[config.mk]
export PLATFORM = sky130hd
export DESIGN_NAME = pong_engine
export DESIGN_NICKNAME = d
export VERILOG_FILES = /design/src/rtl/pong_engine.sv
export SDC_FILE = /design/constraint.sdc
export NUM_CORES = 1
export LEC_CHECK = 0
export ABC_AREA = 1
export CORE_MARGIN = 2
export CORE_UTILIZATION = 47
export CTS_CLUSTER_DIAMETER = 200
export CTS_CLUSTER_SIZE = 14
export DETAILED_ROUTE_END_ITERATION = 10
export DONT_BUFFER_PORTS = 1
export PLACE_DENSITY_LB_ADDON = 0.2
export SYNTH_ARGS = -nofsm -noshare
export SYNTH_HDL_FRONTEND = slang
export SYNTH_SLANG_ARGS = --single-unit
[constraint.sdc]
create_clock -name clk -period 3.6 [get_ports clk]
set_clock_uncertainty 0.05 [all_clocks]
set_input_delay 0.36 -clock clk [delete_from_list [all_inputs] [get_ports clk]]
set_output_delay 0.36 -clock clk [all_outputs]
set_load 0.02 [all_outputs]
[src/rtl/pong_engine.sv]
`default_nettype none
// +--------------------------------------------------------------------------+
// | Module      : pong_engine                                                |
// | Description : Two-player Pong game engine on a 64x64 grid. Owns the game |
// |               state machine (IDLE/SERVE/PLAY/OVER), ball motion, paddle  |
// |               motion, collision detection and scoring. Game time only    |
// |               advances on clock edges where tick is high.                |
// | Ports       : clk, rst        - clock, asynchronous active-high reset    |
// |               tick            - one-cycle frame-advance strobe           |
// |               start           - level, begins / restarts a game          |
// |               p1_up/p1_dn     - player 1 paddle requests                 |
// |               p2_up/p2_dn     - player 2 paddle requests                 |
// |               bx, by          - ball column / row                        |
// |               p1y, p2y        - paddle top rows (paddle is 6 rows tall)  |
// |               sc1, sc2        - player scores                            |
// |               point_p1/_p2    - one-cycle pulse when a player scores     |
// |               game_over       - high while the game is finished          |
// | Revision    : 1.0 - initial release                                      |
// +--------------------------------------------------------------------------+
module pong_engine #(
  parameter int PAD_MIN     = 5,
  parameter int PAD_MAX     = 58,
  parameter int WIN_SCORE   = 7,
  parameter int SERVE_TICKS = 32
) (
  input  logic       clk,
  input  logic       rst,
  input  logic       tick,
  input  logic       start,
  input  logic       p1_up,
  input  logic       p1_dn,
  input  logic       p2_up,
  input  logic       p2_dn,
  output logic [5:0] bx,
  output logic [5:0] by,
  output logic [5:0] p1y,
  output logic [5:0] p2y,
  output logic [2:0] sc1,
  output logic [2:0] sc2,
  output logic       point_p1,
  output logic       point_p2,
  output logic       game_over
);

  localparam int CW = (SERVE_TICKS < 1) ? 1 : $clog2(SERVE_TICKS + 1);

  localparam logic [CW-1:0] SERVE_LOAD = CW'(SERVE_TICKS);
  localparam logic [5:0]    PMIN       = 6'(PAD_MIN);
  localparam logic [5:0]    PMAX       = 6'(PAD_MAX);
  localparam logic [5:0]    MID        = 6'd31;
  localparam logic [5:0]    HOME       = 6'd29;
  localparam logic [2:0]    WIN        = 3'(WIN_SCORE);

  typedef enum logic [1:0] {
    IDLE  = 2'd0,
    SERVE = 2'd1,
    PLAY  = 2'd2,
    OVER  = 2'd3
  } state_t;

  state_t        state_q, state_d;
  logic [5:0]    bx_q, bx_d, by_q, by_d;
  logic [5:0]    p1y_q, p1y_d, p2y_q, p2y_d;
  logic [2:0]    sc1_q, sc1_d, sc2_q, sc2_d;
  logic          dxn_q, dxn_d;   // 1 = ball moving toward column 0
  logic          dyn_q, dyn_d;   // 1 = ball moving toward row 0
  logic [CW-1:0] cnt_q, cnt_d;
  logic          pt1_q, pt1_d, pt2_q, pt2_d, over_q, over_d;

  logic          p1_hit, p2_hit;
  logic          scored;
  logic [2:0]    sc_new;

  // One-row paddle step, clamped to the legal range. Both or neither
  // request leaves the paddle where it is.
  function automatic logic [5:0] paddle_next(input logic [5:0] p,
                                             input logic       up,
                                             input logic       dn);
    logic [5:0] r;
    r = p;
    if (up && !dn) begin
      r = (p <= PMIN) ? PMIN : p - 6'd1;
    end else if (dn && !up) begin
      r = (p >= PMAX) ? PMAX : p + 6'd1;
    end
    return r;
  endfunction

  // Hit windows use the pre-tick ball row and paddle rows; the 7-bit sum
  // keeps py+5 from wrapping near the bottom of the field.
  assign p1_hit = (by_q >= p1y_q) && ({1'b0, by_q} <= ({1'b0, p1y_q} + 7'd5));
  assign p2_hit = (by_q >= p2y_q) && ({1'b0, by_q} <= ({1'b0, p2y_q} + 7'd5));

  always_comb begin
    state_d = state_q;
    bx_d    = bx_q;
    by_d    = by_q;
    p1y_d   = p1y_q;
    p2y_d   = p2y_q;
    sc1_d   = sc1_q;
    sc2_d   = sc2_q;
    dxn_d   = dxn_q;
    dyn_d   = dyn_q;
    cnt_d   = cnt_q;
    pt1_d   = 1'b0;
    pt2_d   = 1'b0;
    scored  = 1'b0;
    sc_new  = 3'd0;

    case (state_q)
      IDLE: begin
        // start acts on any edge here, tick is not required
        if (start) begin
          state_d = SERVE;
          cnt_d   = SERVE_LOAD;
        end
      end

      OVER: begin
        if (start) begin
          sc1_d   = 3'd0;
          sc2_d   = 3'd0;
          p1y_d   = HOME;
          p2y_d   = HOME;
          dxn_d   = 1'b0;
          state_d = SERVE;
          cnt_d   = SERVE_LOAD;
        end
      end

      SERVE: begin
        if (tick) begin
          p1y_d = paddle_next(p1y_q, p1_up, p1_dn);
          p2y_d = paddle_next(p2y_q, p2_up, p2_dn);
          bx_d  = MID;
          by_d  = MID;
          if (cnt_q != '0) begin
            cnt_d = cnt_q - 1'b1;
          end
          if (cnt_q <= CW'(1)) begin
            state_d = PLAY;
          end
        end
      end

      PLAY: begin
        if (tick) begin
          p1y_d = paddle_next(p1y_q, p1_up, p1_dn);
          p2y_d = paddle_next(p2y_q, p2_up, p2_dn);

          // vertical motion with wall bounce
          if (by_q == 6'd63 && !dyn_q) begin
            by_d  = 6'd62;
            dyn_d = 1'b1;
          end else if (by_q == 6'd0 && dyn_q) begin
            by_d  = 6'd1;
            dyn_d = 1'b0;
          end else begin
            by_d = dyn_q ? by_q - 6'd1 : by_q + 6'd1;
          end

          // horizontal motion, paddle hits and misses
          if (bx_q == 6'd2 && dxn_q) begin
            if (p1_hit) begin
              bx_d  = 6'd3;
              dxn_d = 1'b0;
            end else begin
              scored = 1'b1;
              sc_new = (sc2_q == 3'd7) ? 3'd7 : sc2_q + 3'd1;
              sc2_d  = sc_new;
              pt2_d  = 1'b1;
              dxn_d  = 1'b1;   // serve toward P1, who lost the point
            end
          end else if (bx_q == 6'd61 && !dxn_q) begin
            if (p2_hit) begin
              bx_d  = 6'd60;
              dxn_d = 1'b1;
            end else begin
              scored = 1'b1;
              sc_new = (sc1_q == 3'd7) ? 3'd7 : sc1_q + 3'd1;
              sc1_d  = sc_new;
              pt1_d  = 1'b1;
              dxn_d  = 1'b0;   // serve toward P2, who lost the point
            end
          end else begin
            bx_d = dxn_q ? bx_q - 6'd1 : bx_q + 6'd1;
          end

          // a point overrides the ball motion computed above
          if (scored) begin
            bx_d    = MID;
            by_d    = MID;
            dyn_d   = 1'b0;
            cnt_d   = SERVE_LOAD;
            state_d = (sc_new == WIN) ? OVER : SERVE;
          end
        end
      end

      default: begin
        state_d = IDLE;
      end
    endcase

    over_d = (state_d == OVER);
  end

  always_ff @(posedge clk or posedge rst) begin
    if (rst) begin
      state_q <= IDLE;
      bx_q    <= MID;
      by_q    <= MID;
      p1y_q   <= HOME;
      p2y_q   <= HOME;
      sc1_q   <= 3'd0;
      sc2_q   <= 3'd0;
      dxn_q   <= 1'b0;
      dyn_q   <= 1'b0;
      cnt_q   <= '0;
      pt1_q   <= 1'b0;
      pt2_q   <= 1'b0;
      over_q  <= 1'b0;
    end else begin
      state_q <= state_d;
      bx_q    <= bx_d;
      by_q    <= by_d;
      p1y_q   <= p1y_d;
      p2y_q   <= p2y_d;
      sc1_q   <= sc1_d;
      sc2_q   <= sc2_d;
      dxn_q   <= dxn_d;
      dyn_q   <= dyn_d;
      cnt_q   <= cnt_d;
      pt1_q   <= pt1_d;
      pt2_q   <= pt2_d;
      over_q  <= over_d;
    end
  end

  assign bx        = bx_q;
  assign by        = by_q;
  assign p1y       = p1y_q;
  assign p2y       = p2y_q;
  assign sc1       = sc1_q;
  assign sc2       = sc2_q;
  assign point_p1  = pt1_q;
  assign point_p2  = pt2_q;
  assign game_over = over_q;

endmodule
`default_nettype wire

==> run metrics <==
FILL cells 825; clock sink total 43; leak pwr 1.994 nW; Syn. warnings 0; Setup CP Type register to register; top post-synthesis cells by count nand2_1, inv_1, nor2_1; routed len/inst ~14 um; GR met2 Demand/Resource 36.17%; cts repair resizes 0; CP cell instances inv_1 -> nor3_1 -> xor2_1 -> ha_1 -> a21oi_1 -> o21a_1 -> nand2_1 -> nand3_1 -> nand2_1 -> nand2_2 -> nand2_2 -> nor2_2 -> inv_2 -> nand3_2 -> a21oi_1 -> a21o_2; clk_lat worst skew between 0.2 and 0.3 ns; Max Clk Rate 0.3192 GHz; DR pass1 iterations 4; post-synth top area cell dfrtp_1; sequential share of power 30.1%; die span in y 94.66 um; GPL Wtd Cong 0.8841; Area growth syn-to-layout 5.053%; Clock transition at path regs 0.09 ns; slew margin rel. between 60% and 70%; CTS Hold Bufs 0; clock share of power 9.0%; pin slew with the least headroom to its limit 0.5620 ns; ys async rst share 100.0%; vias in the first global route 3,310; reg2reg start p1y[3]; core area 8093 um2; Post-Synthesis Cells 527; drt drc 0; Logic pwr share around three fifths; Setup crit start kind register; num rows 33; Yosys cell types 44; HPWL after DPL 6877 um; Max-Cap Viols 0; Post-CTS Setup Bufs 0; GRT busiest layer met2; CP Data Required Time 3.74 ns; Slowest Stage Delay on Critical Path 0.70 ns; highest net fanout along the worst path 12; CTS Buffer Depth 2; share of cells above drive strength 1 8.318%; RSZ-0062 raised after global routing no; post-route ant nets 0; vias per cell 5.347; top-area cell type share of the netlist area 16.20%; Starting Density 47.73%; CP startpoint p1y[3]; Final min period ~3.1 ns; GR Util met3 around 5.3%; Routed WL 9025 um; Post-synth EDFFs 0; Placed Cells approximately 630; Vias 3,390; CP max-delay cell dfstp_2; CTS buffer count 5; initial drt markers between 100 and 150; NumNets Final 585; met1 GRT Util 27.35%; first-pass GRT wire length 15,440 um; most frequent cell after synthesis nand2_1; Setup Total Neg Slack 0 ns; Ports 41; GRT Total Usage 21.42%; Syn Area/Cell 7.329 um2; Final setup violation count 0; class of the worst hold path primary input to asynchronous set/reset pin; initial antenna violation count 0; Root Buffer Master clkbuf_8; Post-Syn Area 3862 um2; H-tree lvl count 2; P_sw 2.071 mW; period utilization just under 90%; Arrival @ worst endpoint 3.28 ns; Final Slew Violations 0; largest net degree at the start of global routing 44; GRT overflow 0; register area share after synthesis 28.44%; CTS tree built; Die Area 8960 um2; Ant. Diodes 0; cells on worst reg2reg path 16; Syn Nets 584; PD cells ~960 nW/um2; Synth area leaders dfrtp_1, ha_1, dfstp_2; worst IR drop on VDD 0.3883 mV; PortBufs 0; count of state elements after synthesis 43; Sw Ratio 53.22%; outcome complete, no violations; Layout Cells excl Fill 634; Power, Total about 3.9 mW; Crit. End Element register; Final Hold Viols 0; ys flop type dfrtp_1; Pint 1.821 mW; DIE WIDTH between 90 and 100 um
## power groups by stage
stage | logic, mW | registers, mW | clock network (mW)
4_1_cts | 2.38 | 1.18 | 0.365
3_3_place_gp | 2.30 | 1.17 | 0
2_1_floorplan | 1.96 | 1.04 | 0
5_1_grt | 2.77 | 1.21 | 0.384
3_5_place_dp | 2.37 | 1.18 | 0
6_report | 2.37 | 1.17 | 0.349
## path summary, 6_finish.rpt
path / end / slack [ns]
worst max register to register: cnt_q[5] / 0.47
worst max-delay path: cnt_q[5] / 0.47
min in group clk: state_q[1] / 0.23
worst min-delay path: cnt_q[5] / 0.03
worst min register to register: cnt_q[1] / 0.48
max in group asynchronous: by[0] / 3.08
## area by class of cell
| cell class | count | area [um2] | area share [%] |
|---|---|---|---|
| sequential | 43 | 1099 | 27.07 |
| timing repair buffer | 2 | 15.01 | 0.3700 |
| tap | 105 | 131.4 | 3.238 |
| multi-input combinational | 386 | 2372 | 58.46 |
| clock buffer | 8 | 100.1 | 2.467 |
| inverter | 90 | 340.3 | 8.387 |
## through the flow
stage | util (%) | setup slack, ns | area, um2 | hold slack, ns
2_1_floorplan | - | 0.7363 | 3862 | 0.4241
4_1_cts | 50.14 | 0.4587 | 4058 | 0.05211
3_5_place_dp | 48.90 | 0.4635 | 3958 | 0.3838
6_report | 50.14 | 0.4675 | 4058 | 0.03314
3_3_place_gp | 48.90 | 0.5400 | 3958 | 0.3764
5_1_grt | 50.14 | 0.1071 | 4058 | 0.08419
## flip-flops by register name, summed over array words and instances, names as in the netlist
signal,count
bx,6
by,6
cnt_q,6
p1y,6
p2y,6
sc1,3
sc2,3
state_q,2
dxn_q,1
dyn_q,1
game_over,1
point_p1,1
point_p2,1
## layer usage
metal	wire, um	up-vias	part of all wire (%)
met2	4359	68	48
li1	-	1749	-
met5	0	-	0
met1	4048	1561	45
met3	503	12	5.6
met4	113	0	1.3
## critical path: cells and delay by family (launching register included)
kind,cells,cell delay (ns)
AO/OA/AOI/OAI,4,0.52
XOR/XNOR,1,0.20
buffers and inverters,2,0.24
flip-flops,1,0.70
AND/OR/NAND/NOR,8,1.04
adder cells (fa/ha/maj),1,0.28
## kinds of logic after synthesis
family,share of synthesized area [%]
compound gates,16.94
fa+ha+maj,16.26
buf+inv,10.14
simple gates,23.68
flops,28.44
xor+xnor,4.535
## cell usage in the layout (no fill, tap or decap), types with 2 or more instances in the layout
| cell type | instances |
|---|---|
| nand2_1 | 100 |
| inv_1 | 85 |
| nor2_1 | 50 |
| ha_1 | 47 |
| a21oi_1 | 35 |
| o21ai_0 | 33 |
| nand3_1 | 26 |
| dfrtp_1 | 25 |
| xor2_1 | 18 |
| dfstp_2 | 18 |
| nor3_1 | 9 |
| o22ai_1 | 7 |
| o31ai_1 | 7 |
| clkbuf_8 | 7 |
| nand4_1 | 5 |
| o211ai_1 | 5 |
| or2_2 | 5 |
| a31oi_1 | 4 |
| o21bai_1 | 4 |
| a22oi_1 | 4 |
| nand2_2 | 3 |
| clkinv_1 | 2 |
| inv_2 | 2 |
| nor4_4 | 2 |
| o21a_1 | 2 |
| nor4_1 | 2 |
| o32ai_1 | 2 |
| nand3b_1 | 2 |
| xnor2_1 | 2 |
| fa_1 | 2 |
| buf_4 | 2 |
(Power assumes the default switching activity.)
